$ cat config.mk
export PLATFORM = sky130hd
export DESIGN_NAME = cmp_qualified
export DESIGN_NICKNAME = d
export VERILOG_FILES = /design/src/rtl/cmp_qualified_pkg.sv /design/src/rtl/cmp_qualified_core.sv /design/src/rtl/cmp_qualified.sv
export SDC_FILE = /design/constraint.sdc
export NUM_CORES = 1
export LEC_CHECK = 0
export ABC_AREA = 1
export CORE_UTILIZATION = 50
export DETAILED_ROUTE_END_ITERATION = 7
export PLACE_DENSITY_LB_ADDON = 0.12
export SKIP_LAST_GASP = 1
export SLEW_MARGIN = 20
export SYNTH_ARGS = -nofsm -noshare
export SYNTH_HDL_FRONTEND = slang
export SYNTH_SLANG_ARGS = --single-unit
$ cat constraint.sdc
create_clock -name clk -period 2.4 [get_ports clk]
set_clock_uncertainty 0.1 [all_clocks]
set_input_delay 0.48 -clock clk [delete_from_list [all_inputs] [get_ports clk]]
set_output_delay 0.48 -clock clk [all_outputs]
set_load 0.05 [all_outputs]
$ cat src/rtl/cmp_qualified_pkg.sv
// Shared definitions for the qualified comparator: compare-mode encodings,
// FSM state type and a helper for the run-counter width.
package cmp_qualified_pkg;

    localparam logic [2:0] CMP_LE = 3'd0;
    localparam logic [2:0] CMP_LT = 3'd1;
    localparam logic [2:0] CMP_EQ = 3'd2;
    localparam logic [2:0] CMP_NE = 3'd3;
    localparam logic [2:0] CMP_GE = 3'd4;
    localparam logic [2:0] CMP_GT = 3'd5;

    typedef enum logic [1:0] {
        ST_IDLE = 2'd0,
        ST_ARM  = 2'd1,
        ST_HELD = 2'd2
    } state_e;

    // Bits needed to count 0..hold inclusive.
    function automatic int unsigned run_width(int unsigned hold);
        return (hold < 1) ? 1 : $clog2(hold + 1);
    endfunction

endpackage

$ cat src/rtl/cmp_qualified_core.sv
// Combinational magnitude compare of a against b under one of six modes.
// Reserved modes (6/7) always report false.
module cmp_qualified_core
    import cmp_qualified_pkg::*;
#(
    parameter int unsigned WIDTH  = 8,
    parameter int unsigned SIGNED = 0
) (
    input  logic [WIDTH-1:0] a,
    input  logic [WIDTH-1:0] b,
    input  logic [2:0]       mode,
    output logic             res
);

    logic lt;
    logic eq;

    // Derive less-than / equal once, then select the requested relation.
    always_comb begin
        if (SIGNED != 0) begin
            lt = $signed(a) < $signed(b);
        end else begin
            lt = a < b;
        end
        eq = (a == b);
        case (mode)
            CMP_LE:  res = lt | eq;
            CMP_LT:  res = lt;
            CMP_EQ:  res = eq;
            CMP_NE:  res = ~eq;
            CMP_GE:  res = ~lt;
            CMP_GT:  res = ~(lt | eq);
            default: res = 1'b0;
        endcase
    end

endmodule

$ cat src/rtl/cmp_qualified.sv
// Registered, debounced magnitude comparator. A compare is qualified once it
// has been true for HOLD consecutive valid samples under an unchanged mode.
module cmp_qualified
    import cmp_qualified_pkg::*;
#(
    parameter int unsigned WIDTH  = 8,
    parameter int unsigned SIGNED = 0,
    parameter int unsigned HOLD   = 4,
    parameter int unsigned CNT_W  = 16
) (
    input  logic             clk,
    input  logic             rst,
    input  logic             in_valid,
    input  logic [WIDTH-1:0] a,
    input  logic [WIDTH-1:0] b,
    input  logic [2:0]       mode,
    output logic             o_valid,
    output logic             o,
    output logic             o_hold,
    output logic             o_rise,
    output logic [CNT_W-1:0] match_cnt
);

    localparam int unsigned      RUN_W  = run_width(HOLD);
    localparam logic [RUN_W-1:0] HOLD_R = RUN_W'(HOLD);

    logic             res;
    logic             mode_chg;
    logic [2:0]       mode_q;
    logic [RUN_W-1:0] run_q;
    logic [RUN_W-1:0] run_d;
    state_e           state_q;
    state_e           state_d;

    cmp_qualified_core #(
        .WIDTH  (WIDTH),
        .SIGNED (SIGNED)
    ) u_core (
        .a    (a),
        .b    (b),
        .mode (mode),
        .res  (res)
    );

    // Next run length and FSM state for the current sample (used only when valid).
    always_comb begin
        mode_chg = (mode != mode_q);

        if (!res) begin
            run_d = '0;
        end else if (mode_chg) begin
            run_d = RUN_W'(1);
        end else if (run_q >= HOLD_R) begin
            run_d = HOLD_R;
        end else begin
            run_d = run_q + RUN_W'(1);
        end

        state_d = state_q;
        case (state_q)
            ST_IDLE: begin
                if (res) state_d = (HOLD == 1) ? ST_HELD : ST_ARM;
            end
            ST_ARM: begin
                if (!res) state_d = ST_IDLE;
                else if (run_d == HOLD_R) state_d = ST_HELD;
            end
            ST_HELD: begin
                if (!res) state_d = ST_IDLE;
                // A new mode must re-earn qualification unless one sample suffices.
                else if (mode_chg && (HOLD > 1)) state_d = ST_ARM;
            end
            default: state_d = ST_IDLE;
        endcase
    end

    // Sample registers, run counter, FSM and saturating match counter.
    always_ff @(posedge clk) begin
        if (rst) begin
            o_valid   <= 1'b0;
            o         <= 1'b0;
            o_hold    <= 1'b0;
            o_rise    <= 1'b0;
            match_cnt <= '0;
            mode_q    <= '0;
            run_q     <= '0;
            state_q   <= ST_IDLE;
        end else begin
            o_valid <= in_valid;
            o_rise  <= 1'b0;
            if (in_valid) begin
                o       <= res;
                mode_q  <= mode;
                run_q   <= run_d;
                state_q <= state_d;
                o_hold  <= (state_d == ST_HELD);
                o_rise  <= (state_d == ST_HELD) && (state_q != ST_HELD);
                if (res && (match_cnt != '1)) begin
                    match_cnt <= match_cnt + CNT_W'(1);
                end
            end
        end
    end

endmodule

==> results.sh <==
export IMPL_outcome="finished, final reports clean"
export IMPL_synth_edf_count=0
export IMPL_first_pass_iters=5
export IMPL_nFillCells=323
export IMPL_drc_errors=0
export IMPL_syn_cell_area_um2=1770
export IMPL_crit_arrival_ns=2.45
export IMPL_cpPeakStageDelay_ns=0.46
export IMPL_die_h_um=61.5
export IMPL_ant_nets=0
export IMPL_drive_gt1_share_pct=9.97
export IMPL_grt_first_pass_wirelength_um=6480
export IMPL_grt_max_degree=16
export IMPL_port_buffers=41
export IMPL_rsz0062_at_grt="yes"
export IMPL_grt_pass1_vias=1512
export IMPL_vias=1791
export IMPL_power_w=0.000923
export IMPL_vias_per_cell=5.16
export IMPL_slew_headroom_pct=66.2
export IMPL_place_ws_ns=-0.277
export IMPL_tritoncts="built"
export IMPL_syn_inst=253
export IMPL_hold_viol=0
export IMPL_design_portCount=42
export IMPL_crit_chain="clkdlybuf4s50_1, inv_1, ha_1, nand2_1, nor2_2, nand2_1, nand2_1, o21ai_1, a21oi_1, nand2_2, buf_4, nand4_1, nand2_1, and3_1"
export IMPL_clk_path_buf_depth=2
export IMPL_switching_share_pct=28.4
export IMPL_worst_slew_pin_transition_ns=0.506
export IMPL_root_buffer="clkbuf_4"
export IMPL_fin_util_pct=69.6
export IMPL_wl_per_cell_um=11.6
export IMPL_async_flop_share_pct=0
export IMPL_gp_congestion=0.894
export IMPL_die_area_um2=3790
export IMPL_net_switching_power_w=0.000262
export IMPL_cts_made_buffers=3
export IMPL_power_density_nw_per_um2=395
export IMPL_drv_slew=0
export IMPL_cp_data_required_time_ns=2.55
export IMPL_hpwl_um=3060
export IMPL_crit_type="input port to flip-flop"
export IMPL_start_util_pct=52.7
export IMPL_p_comb_share_pct=21.8
export IMPL_worstSetupStartpointType="input port"
export IMPL_layout_nets=335
export IMPL_pwr_share_clk_pct=25.7
export IMPL_groute_usage_overall_pct=22.6
export IMPL_power_frac_seq_pct=52.5
export IMPL_clock_latency_ns=0.33
export IMPL_syn_area_per_cell_um2=7.01
export IMPL_ys_seq_area_share_pct=31.6
export IMPL_ys_warn_count=0
export IMPL_drtIter0Drc=75
export IMPL_register_area_um2=561
export IMPL_area_growth_pct=32.0
export IMPL_cts_sinks=28
export IMPL_post_route_period_util_pct=95.9
export IMPL_coreArea_um2=3360
export IMPL_antenna_found_initial=0
export IMPL_num_rows=21
export IMPL_n_antenna_cell=0
export IMPL_crit_slowest_cell="clkdlybuf4s50_1"
export IMPL_synth_distinct_cells=31
export IMPL_drt_wl_total_um=4040
export IMPL_vdd_drop_max_v=0.000331
export IMPL_die_x_um=61.5
export IMPL_h_tree_depth=1
export IMPL_crit_top_cell="nand2_1"
export IMPL_fmax_mhz=434
export IMPL_p_leak_nw=0.959
export IMPL_crit_fanout=8
export IMPL_synthFlopType="dfxtp_1"
export IMPL_syn_nets=286
export IMPL_finalCriticalPeriod_ns=2.30
export IMPL_worst_slack_ns=0.0984
export IMPL_p_int_w=0.000661
export IMPL_yosys_register_bits=28
export IMPL_cts_clk_slew_worst_paths_ns=0.15
export IMPL_finalSetupViolCount=0
export IMPL_multi_input_area_um2=1040
export IMPL_crit_path_end_kind="flip-flop"
export IMPL_maxCapViolations=0
export IMPL_overflow=0
export IMPL_worstHoldPathType="flip-flop to flip-flop"
## cells in the final DEF, fill, tap and decap left out, drive strengths merged
master	count
clkdlybuf4s50	41
xnor2	6
or2	1
nor3	8
clkbuf	4
inv	38
nand4	17
nor2	22
nand2	51
a21o	1
o22ai	3
buf	11
xor2	10
nor4	3
dfxtp	28
nand3	10
or3	1
ha	11
o21ai	13
a21oi	21
and3	1
## flip-flops by register name, summed over array words and instances (netlist names)
signal / flops
match_cnt: 16
mode_q: 3
run_q: 3
state_q: 2
o: 1
o_hold: 1
o_rise: 1
o_valid: 1
## cells by family (layout without fill, tap and decap cells)
kind of cell | count (synthesis) | count (layout) | synth area share, %
xor+xnor | 16 | 16 | 7.90
simple gates | 114 | 114 | 31.1
compound gates | 38 | 38 | 11.3
buf+inv | 46 | 94 | 10.4
fa+ha+maj | 11 | 11 | 7.76
flops | 28 | 28 | 31.6
## timing repair
action	4_1_cts	5_1_grt
setup buffers	0	1
gates resized for setup	0	6
setup endpoints to repair	0	18
hold buffers	0	0
hold endpoints to repair	0	0
## per-layer routing
| layer | part of all wire [%] | GRT usage, % |
|---|---|---|
| met5 | 0 | 0 |
| met4 | 0.79 | 5.71 |
| met3 | 5.3 | 3.57 |
| met2 | 47 | 37.5 |
| met1 | 47 | 30.8 |
## synth_stat cells (all sizes together), types with 5 or more instances
cell / instances / area share [%]
nor3: 8 / 3.2
o21ai: 13 / 3.9
ha: 11 / 7.8
nor2: 22 / 5.1
xor2: 10 / 4.9
inv: 38 / 8.0
nand2: 51 / 11
nand3: 10 / 3.1
clkbuf: 5 / 1.1
a21oi: 21 / 5.9
dfxtp: 28 / 32
xnor2: 6 / 3.0
nand4: 17 / 6.4
## final cells by class
type / instances / share of cell area (%)
Inverter: 38 / 6.10
Multi-Input combinational cell: 179 / 44.5
Timing Repair Buffer: 52 / 21.4
Sequential cell: 28 / 24.0
Clock buffer: 4 / 1.55
Tap cell: 46 / 2.46
## critical path, delay by kind of cell
family	cells	cell delay, ns
AND/OR/NAND/NOR	8	0.82
buffers and inverters	3	0.67
AO/OA/AOI/OAI	2	0.19
adder cells (fa/ha/maj)	1	0.29
## through the flow
stage                     setup TNS [ns]  std cells  hold slack (ns)  instance area, µm²
after floorplan                        0        253            0.349                1770
after global placement             -3.82        341            0.355                2270
after detailed placement           -4.65        341            0.361                2270
after CTS                              0        345            0.384                2300
after global routing             -0.0262        347            0.407                2340
final                                  0        347            0.378                2340
## power by group through the flow
| stage | combinational (W) | clock, W | sequential (W) |
|---|---|---|---|
| 2_1_floorplan | 0.0000965 | 0 | 0.000511 |
| 3_3_place_gp | 0.000189 | 0 | 0.000495 |
| 3_5_place_dp | 0.000192 | 0 | 0.000495 |
| 4_1_cts | 0.000193 | 0.000244 | 0.000485 |
| 5_1_grt | 0.000225 | 0.000260 | 0.000487 |
| 6_report | 0.000202 | 0.000237 | 0.000485 |
## worst paths after layout
kind | from | end | slack [ns] | depth (start not counted)
worst max-delay path | b[5] | o_rise | 0.1 | 14
worst min-delay path | o | o | 0.38 | 2
worst max register to register | match_cnt[0] | match_cnt[15] | 0.52 | 8
worst min register to register | o | o | 0.38 | 2
No activity file was read; power rests on OpenSTA's default activity.
